**config.mk**
```make
export PLATFORM = sky130hd
export DESIGN_NAME = match_reporter
export DESIGN_NICKNAME = d
export VERILOG_FILES = /design/src/rtl/match_reporter.sv
export SDC_FILE = /design/constraint.sdc
export NUM_CORES = 1
export LEC_CHECK = 0
export ABC_AREA = 1
export CAP_MARGIN = 10
export CORE_MARGIN = 2
export CORE_UTILIZATION = 28
export DETAILED_ROUTE_END_ITERATION = 8
export PLACE_DENSITY = 0.51
export SETUP_SLACK_MARGIN = 0.15
export SYNTH_ARGS = -nofsm -noshare
export SYNTH_HDL_FRONTEND = slang
export SYNTH_SLANG_ARGS = --single-unit
```
**constraint.sdc**
```tcl
create_clock -name clk -period 6.55 [get_ports clk]
set_clock_uncertainty 0.2 [all_clocks]
set_input_delay 0.9825 -clock clk [delete_from_list [all_inputs] [get_ports clk]]
set_output_delay 0.9825 -clock clk [all_outputs]
set_load 0.01 [all_outputs]
```
**src/rtl/match_reporter.sv**
```systemverilog
// match_reporter: buffers per-position hit vectors and serializes each set bit
// into an (id, position) record on a valid/ready stream, with count and done.
module match_reporter #(
  parameter int strlen = 50,
  parameter int groups = 4,
  parameter int num = 4,
  parameter int max_number_of_weight = num * groups,
  parameter int FIFO_DEPTH = 8,
  localparam int PW = $clog2(strlen),
  localparam int IW = $clog2(max_number_of_weight)
) (
  input  logic                            clk,
  input  logic                            reset,
  input  logic                            in_valid,
  output logic                            in_ready,
  input  logic [PW-1:0]                   in_pos,
  input  logic [max_number_of_weight-1:0] in_hits,
  input  logic                            in_last,
  output logic                            out_valid,
  input  logic                            out_ready,
  output logic [IW-1:0]                   out_id,
  output logic [PW-1:0]                   out_pos,
  output logic [15:0]                     match_count,
  output logic                            done
);
  localparam int MW = max_number_of_weight;
  localparam int AW = $clog2(FIFO_DEPTH);
  localparam int EW = PW + MW;
  typedef enum logic {IDLE, EMIT} state_t;
  state_t r_state, w_next;
  logic [EW-1:0] r_mem [FIFO_DEPTH];
  logic [AW:0] r_wr, r_rd;
  logic [PW-1:0] r_wpos;
  logic [MW-1:0] r_wvec, w_cleared;
  logic [15:0] r_cnt;
  logic r_last, r_done;
  logic w_full, w_empty, w_acc, w_push, w_pop, w_hs, w_drained;
  // Pointers carry one extra wrap bit so full and empty are distinguishable.
  assign w_full = (r_wr ^ r_rd) == {1'b1, {AW{1'b0}}};
  assign w_empty = r_wr == r_rd;
  assign in_ready = !w_full && !r_last && !reset;
  assign w_acc = in_valid && in_ready;
  assign w_push = w_acc && |in_hits;
  assign out_valid = r_state == EMIT;
  assign out_pos = r_wpos;
  assign match_count = r_cnt;
  assign done = r_done;
  assign w_hs = out_valid && out_ready;
  assign w_cleared = r_wvec & (r_wvec - MW'(1));
  assign w_drained = w_hs && w_cleared == '0;
  always_comb begin
    out_id = '0;
    for (int i = MW - 1; i >= 0; i--)
      if (r_wvec[i]) out_id = IW'(i);
  end
  always_comb begin
    w_pop = !w_empty && (r_state == IDLE || w_drained);
    w_next = (w_pop || (r_state == EMIT && !w_drained)) ? EMIT : IDLE;
  end
  always_ff @(posedge clk) begin
    if (reset) begin
      r_state <= IDLE;
      r_wr <= '0;
      r_rd <= '0;
      r_wpos <= '0;
      r_wvec <= '0;
      r_cnt <= '0;
      r_last <= 1'b0;
      r_done <= 1'b0;
    end else begin
      r_state <= w_next;
      if (w_push) r_wr <= r_wr + (AW+1)'(1);
      if (w_pop) r_rd <= r_rd + (AW+1)'(1);
      if (w_pop) {r_wpos, r_wvec} <= r_mem[r_rd[AW-1:0]];
      else if (w_hs) r_wvec <= w_cleared;
      r_cnt <= (w_hs && r_cnt != 16'hFFFF) ? r_cnt + 16'd1 : r_cnt;
      r_last <= r_last || (w_acc && in_last);
      r_done <= r_done || (r_last && w_empty && r_state == IDLE);
    end
  end
  always_ff @(posedge clk)
    if (w_push) r_mem[r_wr[AW-1:0]] <= {in_pos, in_hits};
endmodule
```
Word-level counts from Yosys, hierarchy flattened
Memory sizes are Yosys's and may differ from the RTL's. A register that Yosys moved wholly into a read port is not among the register bits.
Index checks and enable logic that the tools add are counted.

operators by class
  $add $sub $neg = 4
  multipliers = 0
  div/mod/pow operators = 0
  $lt $le $gt $ge = 0
  eq/ne operators = 3
  shift-type cells = 0
  multiplexer cells = 23
  bitwise gates (word level) = 3
  reductions and logical operators = 24

operators by type and width
  cell                                                 count
  two-way mux 4 bit                                    16
  two-way mux 16 bit                                   2
  adder 16 x 1 -> 16 bit (second input constant)       1
  AND 16 bit                                           1
  zero test 16 bit                                     1
  inequality test 16 bit (second input constant)       1
  OR reduction 16 bit                                  1
  subtractor 16 x 1 -> 16 bit (second input constant)  1
  logical AND 1 bit                                    12
  adder 4 x 1 -> 4 bit (second input constant)         2
  two-way mux 3 bit                                    2
  zero test 1 bit                                      5
  == test 4 bit                                        1
  == test 4 bit (second input constant)                1
  logical OR 1 bit                                     4
  bitwise XOR 4 bit                                    1
  two-way mux 1 bit                                    3
  nonzero test 2 bit                                   1
  inverter 1 bit                                       1

word-level totals
  register bits after elaboration = 49
  latch bits = 0
  RAM bits = 176
  bits in read-only memories = 0
  logic and storage cells = 66
  memories = 1

memory list
  memory  words  width  read ports  clocked after memory_dff  write ports  line  RTL
  r_mem   8      22     1           1                         1            31    logic [EW-1:0] r_mem [FIFO_DEPTH];

Longest topological paths before layout
Gate-level depths: netlist (run 1).

  depth after elaboration = 16
  gate-level depth with buffers = 15
  depth with buffers taken out = 15

Least setup slack after synthesis (run 1)
OpenSTA, ideal clock, no wires.

  path kind = input port to flip-flop
  start = input port reset
  end = memory r_mem[3][0] (netlist name) (enable)
  library setup time = 429 ps
  arrival = 3,266 ps
  setup slack = 2,655 ps
  stages on the path = 5
  buffers on the path = 0
  cell sequence = inv_1 nand2_1 a31oi_2 nand3_1 nor3_1

on the way
  longest elaborated chain between the ends = 6

RTL lines
  item                                     line  RTL
  start: declaration                       13    input logic reset,
  zero test 1 bit                          41    assign in_ready = !w_full && !r_last && !reset;
  logical AND 1 bit                        41
  net in_ready                             15    output logic in_ready,
  logical AND 1 bit                        42    assign w_acc = in_valid && in_ready;
  logical AND 1 bit                        43    assign w_push = w_acc && |in_hits;
  two-way mux 1 bit                        82    if (w_push) r_mem[r_wr[AW-1:0]] <= {in_pos, in_hits};
  two-way mux 1 bit (not written as such)  82
  end: declaration                         31

The timed path passes the listed nets, and every way through them passes these cells.

Worst setup path in the final report (run 1)
  start = input port reset
  end = output port in_ready

on the way
  longest elaborated chain between the ends = 2

RTL lines
  item               line
  zero test 1 bit    41
  logical AND 1 bit  41
  end: declaration   15

Every way passes these cells.

==> flow_summary.toml, run 1 <==
[finish]
design_area_sq_um = 11500
drive_above_1_share_pct = 8.69
antenna_cells = 0
syn2layout_area_growth_pct = 18.5
nets = 1037
nFillCells = 3504

[timing]
slew_violations = 0
tightest_slew_ns = 1.01
fin_crit_sh_pct = 62.3
max_slew_margin_pct = 32.9
period_needed_ns = 4.08
fmax_mhz = 245
hold_viol = 0
grt_setup_unrepaired = "no"
fin_setup_tns_ns = 0
setup_viol = 0

[cts]
clock-sinks = 228
cts_buffers = 25
cts_root_buffer = "clkbuf_16"
cts_htree_levels = 1
postCtsSetupBuffers = 0
tritoncts = "done"
clkTransAtPathRegs_ns = 0.06
worstSkewPairLatency_ns = 0.54
cts-hold-fix-buffers = 0
cts_buffer_depth = 3
ctsResizeCount = 0

[drt]
drc_errors = 0
dr_total_vias = 6718
finalWirelength_um = 23400
viasPerCell = 4.54
dr.pass1.iters = 5
ant_nets = 0
initialDrtViolationCount = 396
routedWlPerCell_um = 15.8

[floorplan]
core-area_sq_um = 34400
io_pins = 56
dieArea_sq_um = 36200
rows = 68
die_h_um = 190
start_util_pct = 28.2
die_w_um = 190

[grt]
grt_first_pass_wirelength_um = 37100
use_met2_pct = 20.8
grt_usage_pct = 13.1
grtUsageMet3_pct = 1.75
grt_max_degree = 89
use_met1_pct = 19.0
grt_busiest_layer = "met2"
grt_pass1_vias = 6415
grt_remaining_overflow = 0
antenna_found_initial = 0

[worst_setup_path]
required_ns = 5.37
cp-start-kind = "input port"
worst-path-max-fanout = 40
critPathCaptureType = "output port"
cp.arrival_ns = 2.90
reg2regPathDepth = 11
path_class = "input port to output port"

[logic_synthesis]
synthAdderAreaFrac_pct = 0.387
post_synth.cell_area_avg_sq_um = 10.1
synth.distinct_cells = 39
post_synth_mux_area_share_pct = 0
syn-cell-area_sq_um = 9700
synthCells = 958
synth_nets = 988
synth_compound_area_share_pct = 5.35
synth-warning-count = 0
synth-simple-area-share_pct = 24.4
synth_xor_area_share_pct = 0.722
ys_ff_latch = 228
synth_top_family_by_area = "simple AND/OR/NAND/NOR gates"
ys_seq_area_share_pct = 65.2

[placed_design]
gp_routability_congestion = 0.835
place_hpwl_um = 13800
placed_area_sq_um = 10700
port_buffers = 55

[power_and_ir_drop]
irDropWorstVdd_v = 0.000292
p_leak_nw = 4.05
powerDensity_nw_per_um2 = 396

[run]
maxCapViolCount = 0

[min_path]
hp-class = "flop to flop"
hold_depth = 2

[run_status]
status = "complete, no violations"
logic make-up (layout without fill, tap and decap cells):
logic type,Yosys count,count (layout)
xor+xnor,8,8
simple gates,539,539
flops,228,228
fa+ha+maj,3,3
buf+inv,93,159
compound gates,87,87
path summary, 6_finish.rpt:
path                            startpoint          to  slack [ns]
worst min register to register  out_pos[3]  out_pos[3]        0.27
worst min-delay path            out_pos[3]  out_pos[3]        0.27
worst max-delay path                 reset    in_ready        2.47
worst max register to register   out_valid        flop        3.70
cell usage after synthesis:
cell type    n  share of area [%]
a21oi_2     10               0.90
nor3b_1      1              0.077
buf_6        1               0.12
clkinv_1     1              0.039
nand4_1      7               0.45
o31ai_1      1              0.077
buf_12       1               0.21
xor2_1       5               0.45
a21oi_1     51                2.6
a31oi_1      1              0.065
dfxtp_1     52                 11
buf_1        3               0.12
nor3_1      13               0.67
o21a_1       3               0.23
ha_1         3               0.39
a32oi_1      1              0.090
clkbuf_1    33                1.3
nor2_4       2               0.23
nor4_1       6               0.39
a22oi_1      6               0.46
o21ai_0      9               0.46
nor2_2       1              0.065
edfxtp_1   176                 54
a311oi_1     1              0.090
inv_1       43                1.7
nand3_2      9               0.93
nand3_1    159                8.2
nand2_1    279                 11
nand2_2      5               0.32
buf_4        2               0.15
inv_2        3               0.12
a211oi_1     1              0.077
a31oi_2      1               0.13
buf_2        6               0.31
a21boi_0     1              0.077
o21ai_1      1              0.052
nor2_1      56                2.2
and2_1       1              0.065
xnor2_1      3               0.27
worst max-delay path, stage by stage:
cell             delay (ns)
buf_2                  0.65
inv_1                  0.46
nand2_1                0.19
a31oi_2                0.08
clkdlybuf4s50_1        0.52
flip-flops by register name (all words and copies together), names as in the netlist, 4 cells and up, named ones only:
signal,count
r_wvec,16
r_mem,176
r_rd,4
match_count,16
out_pos,6
r_wr,4
final cells by class:
cell class / count / area (sq um) / share of cell area, %
Inverter: 47 / 178 / 1.54
Clock buffer: 35 / 674 / 5.86
Sequential cell: 228 / 6330 / 55.0
Clock inverter: 9 / 87.6 / 0.762
Tap cell: 455 / 569 / 4.95
Timing Repair Buffer: 68 / 643 / 5.59
Multi-Input combinational cell: 637 / 3020 / 26.3
cells in the final DEF (no fill, tap or decap), types with 6 or more instances in the layout:
cell type        count
nor4_1               6
nor3_1               9
o21ai_0              9
clkdlybuf4s50_1     54
a22oi_1              6
buf_4               13
nor2_1              52
clkbuf_1             8
edfxtp_1           176
a21oi_2             10
a21oi_1             51
nand4_1              7
nand3_1            159
clkbuf_16           25
inv_1               43
nand2_1            279
nand3_2              9
dfxtp_1             51
clkinv_2             6
report_power, final:
part	switching (W)	leakage [nW]	total [W]	internal, W
combinational	0.000995	1.66	0.00151	0.000510
clock	0.000553	0.378	0.00131	0.000760
sequential	0.0000906	2.01	0.00173	0.00164
total	0.00164	4.05	0.00455	0.00291
per-layer routing:
metal  up-vias  part of all wire, %
met5         -                    0
met4         0                  2.0
met3        31                  4.2
met2       128                   45
met1      3155                   48
li1       3404                    -
stage by stage:
step                      std cells  worst slack, ns  total power [W]  utilization [%]  hold WS, ns
after floorplan                 958             2.65          0.00280                -        0.256
after global placement         1435             2.48          0.00327             31.2        0.260
after detailed placement       1435             2.43          0.00328             31.2        0.256
after CTS                      1479             2.43          0.00460             33.5        0.269
after global routing           1479             2.27          0.00485             33.5        0.287
final                          1479             2.47          0.00455             33.5        0.266
No activity file was read; power rests on OpenSTA's default activity.
==> inputs of run 2 (changes only) <==
Clock period 6.55 ns to 4.1 ns, I/O delays scaled along.
==> flow_summary.toml, run 2 (synthesized netlist as in run 1, its figures left out) <==
[finish]
post-route-util_pct = 33.9
mostFrequentLayoutCells = "nand2_1 (279), edfxtp_1 (176), nand3_1 (159), clkdlybuf4s50_1 (54), nor2_1 (52)"
largest_reg_flops = 176
syn2layout_area_growth_pct = 20.1
drive_above_1_share_pct = 9.36
antenna_cells = 0
nets = 1048
layout_commonest_cell = "nand2_1"

[drt]
viasPerCell = 4.58
routedWlPerCell_um = 16.4
dr_total_vias = 6834
ant_nets = 0
dr.pass1.iters = 5
finalWirelength_um = 24400
drc_errors = 0
initialDrtViolationCount = 570

[power_and_ir_drop]
internal-power_w = 0.00480
switchingPower_w = 0.00267
pwr-share-comb_pct = 32.6
powerDensity_nw_per_um2 = 641
clkPwrFrac_pct = 30.4
swShare_pct = 35.8
p_leak_nw = 4.13
p_total_w = 0.00746
irDropWorstVdd_v = 0.000328
seq_power_share_pct = 37.0

[worst_setup_path]
rrSetupSlack_ns = 1.19
r2r-end = "r_mem[6][9]"
reg2regPathDepth = 7
critPathCaptureType = "output port"
worst-path-max-fanout = 5
path_class = "flop to output port"
cp-start-kind = "flop"
cp.arrival_ns = 2.42
regToRegStartpoint = "r_wr[0]"
required_ns = 3.28

[timing]
grt_setup_unrepaired = "no"
setup_viol = 0
fin_hold_ws_ns = 0.262
period_needed_ns = 3.23
fin_crit_sh_pct = 78.9
slew_violations = 0
fin_setup_tns_ns = 0
fmax_mhz = 309
tightest_slew_ns = 1.07
worst_slack_ns = 0.866
max_slew_margin_pct = 28.0
hold_viol = 0

[floorplan]
die_w_um = 190
io_pins = 56
start_util_pct = 28.2
dieArea_sq_um = 36200
core-area_sq_um = 34400
die_h_um = 190
rows = 68

[cts]
clock-sinks = 228
ctsResizeCount = 0
clkTransAtPathRegs_ns = 0.06
postCtsSetupBuffers = 0
cts_htree_levels = 1
cts-hold-fix-buffers = 0
worstSkewPairLatency_ns = 0.55
cts_buffer_depth = 3
cts_root_buffer = "clkbuf_16"
cts_buffers = 26
tritoncts = "done"

[placed_design]
port_buffers = 55
pre_cts_ws_ns = 0.552
gp_routability_congestion = 0.807
place_hpwl_um = 14900

[min_path]
hold_depth = 2
hold_end = "out_pos[2]"
hp-class = "flop to flop"
min-delay-start = "out_pos[2]"

[grt]
use_met2_pct = 22.3
grt_max_degree = 89
grt_pass1_vias = 6599
grt_remaining_overflow = 0
use_met1_pct = 18.5
grt_first_pass_wirelength_um = 38000
grt_busiest_layer = "met2"
grtUsageMet3_pct = 2.07
antenna_found_initial = 0
grt_usage_pct = 13.5

[run]
maxCapViolCount = 0

[run_status]
status = "complete, no violations"
run 2: cell type report:
type,instances,area [sq um]
tap,455,569
fill,3534,22700
sequential,228,6330
clock buffer,29,662
clock inverter,17,176
multi-input combinational,637,3020
inverter,47,178
timing repair buffer,78,718
run 2: how the worst max path moves through the flow:
| stage | startpoint | to | slack (ns) | cells after the start |
|---|---|---|---|---|
| after floorplan | reset | r_mem[5][0] | 0.57 | 5 |
| after global placement | in_hits[4] | r_mem[5][17] | 0.58 | 6 |
| after detailed placement | in_hits[10] | r_mem[5][19] | 0.55 | 6 |
| after CTS | r_wvec[13] | out_id[0] | 0.81 | 15 |
| after global routing | r_wvec[13] | out_id[0] | 0.65 | 15 |
| final | r_wvec[13] | out_id[0] | 0.87 | 15 |
run 2: critical path: stages (launching register included):
cell and delay, ns:
dfxtp_1 0.42, inv_1 0.08, nand2_1 0.07, nand2_1 0.05, nand2_1 0.05, nand2_1 0.05, nand2_1 0.05, nand2_1 0.04
nand2_1 0.05, nand2_1 0.05, nand2_1 0.06, nand2_1 0.05, nand2_1 0.05, nand2_1 0.05, a21oi_1 0.17, clkdlybuf4s50_1 0.57
run 2: layer usage:
metal / share of wire, % / wire [um] / up-vias
li1: - / - / 3435
met1: 48 / 11600 / 3237
met2: 46 / 11300 / 127
met3: 3.8 / 916 / 35
met4: 2.2 / 530 / 0
met5: 0 / 0 / -
run 2: through the flow:
step	cells	instance area (sq um)
6_report	1491	11700
5_1_grt	1491	11700
4_1_cts	1491	11700
3_5_place_dp	1445	10800
3_3_place_gp	1445	10800
2_1_floorplan	958	9700
run 2: power by group through the flow:
stage	combinational, W	sequential (W)	clock, W
final	0.00243	0.00276	0.00227
after global placement	0.00246	0.00281	0
after detailed placement	0.00246	0.00281	0
after floorplan	0.00170	0.00278	0
after global routing	0.00276	0.00278	0.00242
after CTS	0.00247	0.00276	0.00233
==> RTL edit 1, RTL diff (settings of run 2) <==
Set the parameter `FIFO_DEPTH` to 4 (it was 8).
--- a/src/rtl/match_reporter.sv
+++ b/src/rtl/match_reporter.sv
@@ -5,7 +5,7 @@
   parameter int groups = 4,
   parameter int num = 4,
   parameter int max_number_of_weight = num * groups,
-  parameter int FIFO_DEPTH = 8,
+  parameter int FIFO_DEPTH = 4,
   localparam int PW = $clog2(strlen),
   localparam int IW = $clog2(max_number_of_weight)
 ) (
Behaviour: not the same (Yosys sat finds a counterexample within 10 cycles, from zero or initial values and one cycle with reset high).
==> RTL edit 1 against run 2 <==
  * Synthesized area decreased by 40%
  * Wire length decreased by 42%
  * Sequential power decreased by 38%
  * Critical path depth decreased by 2
  * Design area decreased by 38%
  * Sequential cell count decreased by 91
  * Setup slack improved by 0.14 ns
  * Global-route usage decreased by 0.24 points
  * Power decreased by 40%
  * Critical endpoint unchanged
==> RTL edit 1: results <==
set metrics [dict create \
    portBuffers 55 \
    ys_types 33 \
    clk_latency_ns 0.42 \
    cts_setup_buffers 0 \
    seq_area_frac_synth_pct 62.17 \
    htreeDepth 4 \
    place_area_mm2 0.006686 \
    largest_reg_flops 88 \
    start_kind "flip-flop" \
    fin_nets 709 \
    grt_use_met2_pct 21.04 \
    hold-path-cell-count 2 \
    synth_flop_cell "edfxtp_1" \
    cts_inserted_buffers 17 \
    grt_max_degree 46 \
    place.gp.congestion 0.7729 \
    ctsResizeCount 0 \
    slowest_delay_ns 0.56 \
    drtIter0Drc 260 \
    max-slew-margin-rel_pct 31.71 \
    syn_nets 649 \
    firstDrtPassIters 4 \
    synthTopCellsByArea "edfxtp_1 45%, dfxtp_1 17%, nor2_1 9.0%" \
    endpoint "out_id[0]" \
    vias 4366 \
    startpoint "r_wvec[13]" \
    dpl.hpwl_mm 9.425 \
    peakVddDrop_mv 0.2843 \
    ff2ff_path_depth 12 \
    crit_fanout 6 \
    leakage_nw 2.592 \
    antenna_found_initial 0 \
    r2r-end "r_wvec[0]" \
    crit_path_top_delay_cell "clkdlybuf4s50_1" \
    reg2reg_slack_ns 1.31 \
    status "finished, final reports clean" \
    timing.rr.start "out_valid" \
    synth_common_cells "140 x nor2_1, 88 x edfxtp_1, 79 x o21ai_0" \
    grt_use_met3_pct 3.282 \
    critPathTopFamily "buffers and inverters" \
    met1_usage_pct 17.98 \
    avgRoutedWirePerCell_um 14.74 \
    track_usage_pct 13.26 \
    drive_gt1_share_pct 7.547 \
    fillCellCount 2088 \
    grt_pass1_wl_mm 22.47 \
    clock_path_buffers 2 \
    clkTransAtPathRegs_ns 0.06 \
    grt_pass1_vias 4212 \
    synth_edf_count 88 \
    synth_async_sr_flop_share_pct 0 \
    arrival_ns 2.28 \
]
==> RTL edit 1: cell count changes after synthesis, sizes merged, moves of 7 or more <==
| cell | run 2 | this run |
|---|---|---|
| clkbuf | 33 | 18 |
| nand2 | 284 | 76 |
| buf | 13 | 4 |
| nor3 | 13 | 6 |
| o21ai | 10 | 86 |
| a21oi | 61 | 28 |
| o22ai | 0 | 22 |
| nor2 | 59 | 145 |
| nand3 | 168 | 18 |
| edfxtp | 176 | 88 |
==> RTL edit 1: cell families (layout without fill, tap and decap cells) <==
logic type                 Yosys count  after routing  synth area share [%]
AOI/OAI and AO/OA                  142            142                 12.92
xor gates and xnor gates             6              6                0.9018
adders and majority gates            6              6                 1.288
buffers and inverters               72            145                 4.959
DFF                                137            137                 62.17
and+or+nand+nor                    253            253                 17.75
==> RTL edit 1: tightest hold or removal path, stage by stage, from the launching register on <==
cell     delay [ns]
dfxtp_1        0.32
inv_1          0.05
a21oi_1        0.05
==> RTL edit 1: layout make-up <==
| class | instances | area share [%] |
|---|---|---|
| multi-input combinational | 407 | 26.63 |
| clock inverter | 14 | 1.609 |
| clock buffer | 18 | 5.934 |
| inverter | 50 | 2.612 |
| sequential | 137 | 50.10 |
| timing repair buffer | 63 | 8.443 |
| tap | 270 | 4.671 |
==> RTL edit 1: where the power goes <==
| part | total [mW] | internal, mW | switching, mW |
|---|---|---|---|
| registers | 1.71 | 1.60 | 0.107 |
| logic | 1.37 | 0.484 | 0.885 |
| clock network | 1.41 | 0.787 | 0.624 |
| total | 4.49 | 2.87 | 1.62 |
==> RTL edit 1: per-layer routing <==
layer	up-vias	part of all wire [%]
met5	-	0
met3	13	2.7
met1	2077	49
met2	55	47
li1	2221	-
met4	0	1.1
==> RTL edit 1: worst min-delay path by stage <==
stage | startpoint | to | slack [ns]
after floorplan | r_last | r_last | 0.25
after global placement | match_count[7] | match_count[7] | 0.27
after detailed placement | match_count[7] | match_count[7] | 0.26
after CTS | match_count[7] | match_count[7] | 0.27
after global routing | match_count[7] | match_count[7] | 0.31
final | match_count[7] | match_count[7] | 0.27
==> RTL edit 1: metrics by stage <==
step / setup slack [ns] / power [mW] / util, % / cells / hold slack (ns)
after global placement: 0.6950 / 3.108 / 32.94 / 927 / 0.2686
final: 1.004 / 4.485 / 35.63 / 959 / 0.2686
after global routing: 0.7800 / 4.784 / 35.63 / 959 / 0.3089
after detailed placement: 0.6557 / 3.126 / 32.94 / 927 / 0.2567
after CTS: 0.9234 / 4.537 / 35.63 / 959 / 0.2665
after floorplan: 1.284 / 2.650 / - / 616 / 0.2513
==> RTL edit 2, RTL diff (config.mk and constraints of run 2) <==
Made on the original files. Put one more register stage on the output `match_count`, without a reset. The value now appears one clock later. The other outputs are not delayed to match.
--- a/src/rtl/match_reporter.sv
+++ b/src/rtl/match_reporter.sv
@@ -43,7 +43,9 @@
   assign w_push = w_acc && |in_hits;
   assign out_valid = r_state == EMIT;
   assign out_pos = r_wpos;
-  assign match_count = r_cnt;
+  always_ff @(posedge clk) begin
+    match_count <= r_cnt;
+  end
   assign done = r_done;
   assign w_hs = out_valid && out_ready;
   assign w_cleared = r_wvec & (r_wvec - MW'(1));
Formal check against the unedited RTL: not equivalent (Yosys sat finds a counterexample within 4 cycles, from zero or initial values and one cycle with reset high).
==> RTL edit 2 against run 2 <==
  * Wire length grew 2.9%
  * Synthesized area rose by 4.0%
  * Synthesized cell count up 4.2%
  * Critical endpoint unchanged
  * Highest routed layer unchanged
  * Power up 4.4%
  * Clock power increased by 11%
  * Count of clock-buffer cells in the layout increased by 7
  * Sequential cell count increased by 16
  * First-iteration DRC count decreased by 32%
  * Setup slack better by 0.090 ns
  * Design area is 4.3% higher
==> RTL edit 2: results <==
set metrics [dict create \
    fin_nets 1088 \
    drtIter0Drc 385 \
    wl_met1_mm 12.28 \
    synthTopCellsByArea "edfxtp_1 52%, dfxtp_1 13%, nand2_1 11%" \
    gr-total-overflow 0 \
    peakVddDrop_mv 0.3393 \
    reg2reg_slack_ns 1.21 \
    seq_area_frac_synth_pct 65.82 \
    leakage_nw 4.401 \
    crit_path_top_delay_cell "clkdlybuf4s50_1" \
    firstDrtPassIters 5 \
    worst_pin_slew_ns 1.109 \
    grt_max_degree 89 \
    wirelength_mm 25.12 \
    clk_latency_ns 0.57 \
    p_switching_mw 2.696 \
    place_area_mm2 0.01121 \
    ctsHoldBuffers 0 \
    largest_reg_flops 176 \
    slowest_delay_ns 0.59 \
    crit_fanout 3 \
    portBuffers 55 \
    antenna_cells 0 \
    status "finished, final reports clean" \
    htreeDepth 1 \
    arrival_ns 2.33 \
    synth_common_cells "294 x nand2_1, 176 x edfxtp_1, 153 x nand3_1" \
    dpl.hpwl_mm 14.54 \
    place.gp.congestion 0.7986 \
    track_usage_pct 13.34 \
    cts_root_buf "clkbuf_16" \
    top_layer_used "met4" \
    drive_gt1_share_pct 8.248 \
    clock_path_buffers 3 \
    clkTransAtPathRegs_ns 0.06 \
    cts_setup_buffers 0 \
    holdCritPathClass "reg -> reg" \
    dr_wl_met2_mm 11.32 \
    grt_pass1_wl_mm 39.95 \
    ys_types 38 \
    syn_nets 1028 \
    fillCellCount 3593 \
    cts_inserted_buffers 28 \
    grt_pass1_vias 6907 \
    maxCapViolations 0 \
    drt-vias-per-instance 4.619 \
    yosysWarnings 0 \
]
-- RTL edit 2: changes by cell type after synthesis, moves of 4 or more --
cell	run 2	this run
nand3_2	9	5
a21boi_0	1	5
nand3_1	159	153
nand2_1	279	294
o21ai_0	9	17
dfxtp_1	52	68
a21oi_2	10	0
a22oi_1	6	0
nand3b_1	0	14
-- RTL edit 2: critical path: cells and delay by family (launching register included) --
family          cells  cell delay, ns
buf+inv             2            0.68
simple gates       13            0.68
flops               1            0.33
compound gates      1            0.12
-- RTL edit 2: area by class of cell --
type / count / area [µm²] / share of cell area, %
Clock buffer: 36 / 772.0 / 6.354
Clock inverter: 15 / 172.7 / 1.421
Inverter: 48 / 181.4 / 1.493
Multi-Input combinational cell: 659 / 3084 / 25.38
Sequential cell: 244 / 6648 / 54.71
Tap cell: 461 / 576.8 / 4.747
Timing Repair Buffer: 77 / 715.7 / 5.890
-- RTL edit 2: cell families after synthesis --
family          count (synthesis)  share of synthesized area, %
simple gates                  562                         24.60
xor+xnor                        6                        0.5204
buf+inv                        95                         3.928
flops                         244                         65.82
fa+ha+maj                       3                        0.3718
compound gates                 88                         4.758
-- RTL edit 2: routing by layer --
| layer | track usage [%] | up-vias |
|---|---|---|
| met1 | 18.65 | 3382 |
| met2 | 21.40 | 138 |
| li1 | - | 3550 |
| met3 | 2.070 | 44 |
| met5 | 0 | - |
| met4 | 3.956 | 0 |
-- RTL edit 2: worst paths after layout --
| check | startpoint | endpoint | cells after the start |
|---|---|---|---|
| max reg2reg | r_wr[0] | r_mem[2][4] | 8 |
| max | r_wvec[14] | out_id[0] | 16 |
| min | r_cnt[8] | match_count[8] | 0 |
| min reg2reg | r_cnt[8] | match_count[8] | 0 |
-- RTL edit 2: metrics by stage --
stage          setup WS, ns  power (mW)  std cells  hold WS, ns  util (%)
6_report             0.9561       7.795       1540       0.1720     34.16
5_1_grt              0.7698       8.301       1540       0.1787     34.16
4_1_cts              0.9349       7.891       1540       0.1729     34.16
3_5_place_dp         0.3621       5.358       1489       0.1645     31.50
3_3_place_gp         0.4330       5.346       1489       0.1648     31.50
2_1_floorplan        0.4466       4.623        998       0.1508         -
-- RTL edit 2: power by group through the flow --
stage / Combinational [mW] / Sequential, mW / Clock [mW]
after global placement: 2.38 / 2.96 / 0
after CTS: 2.40 / 2.91 / 2.58
final: 2.37 / 2.91 / 2.51
after floorplan: 1.68 / 2.94 / 0
after global routing: 2.69 / 2.93 / 2.68
after detailed placement: 2.40 / 2.96 / 0
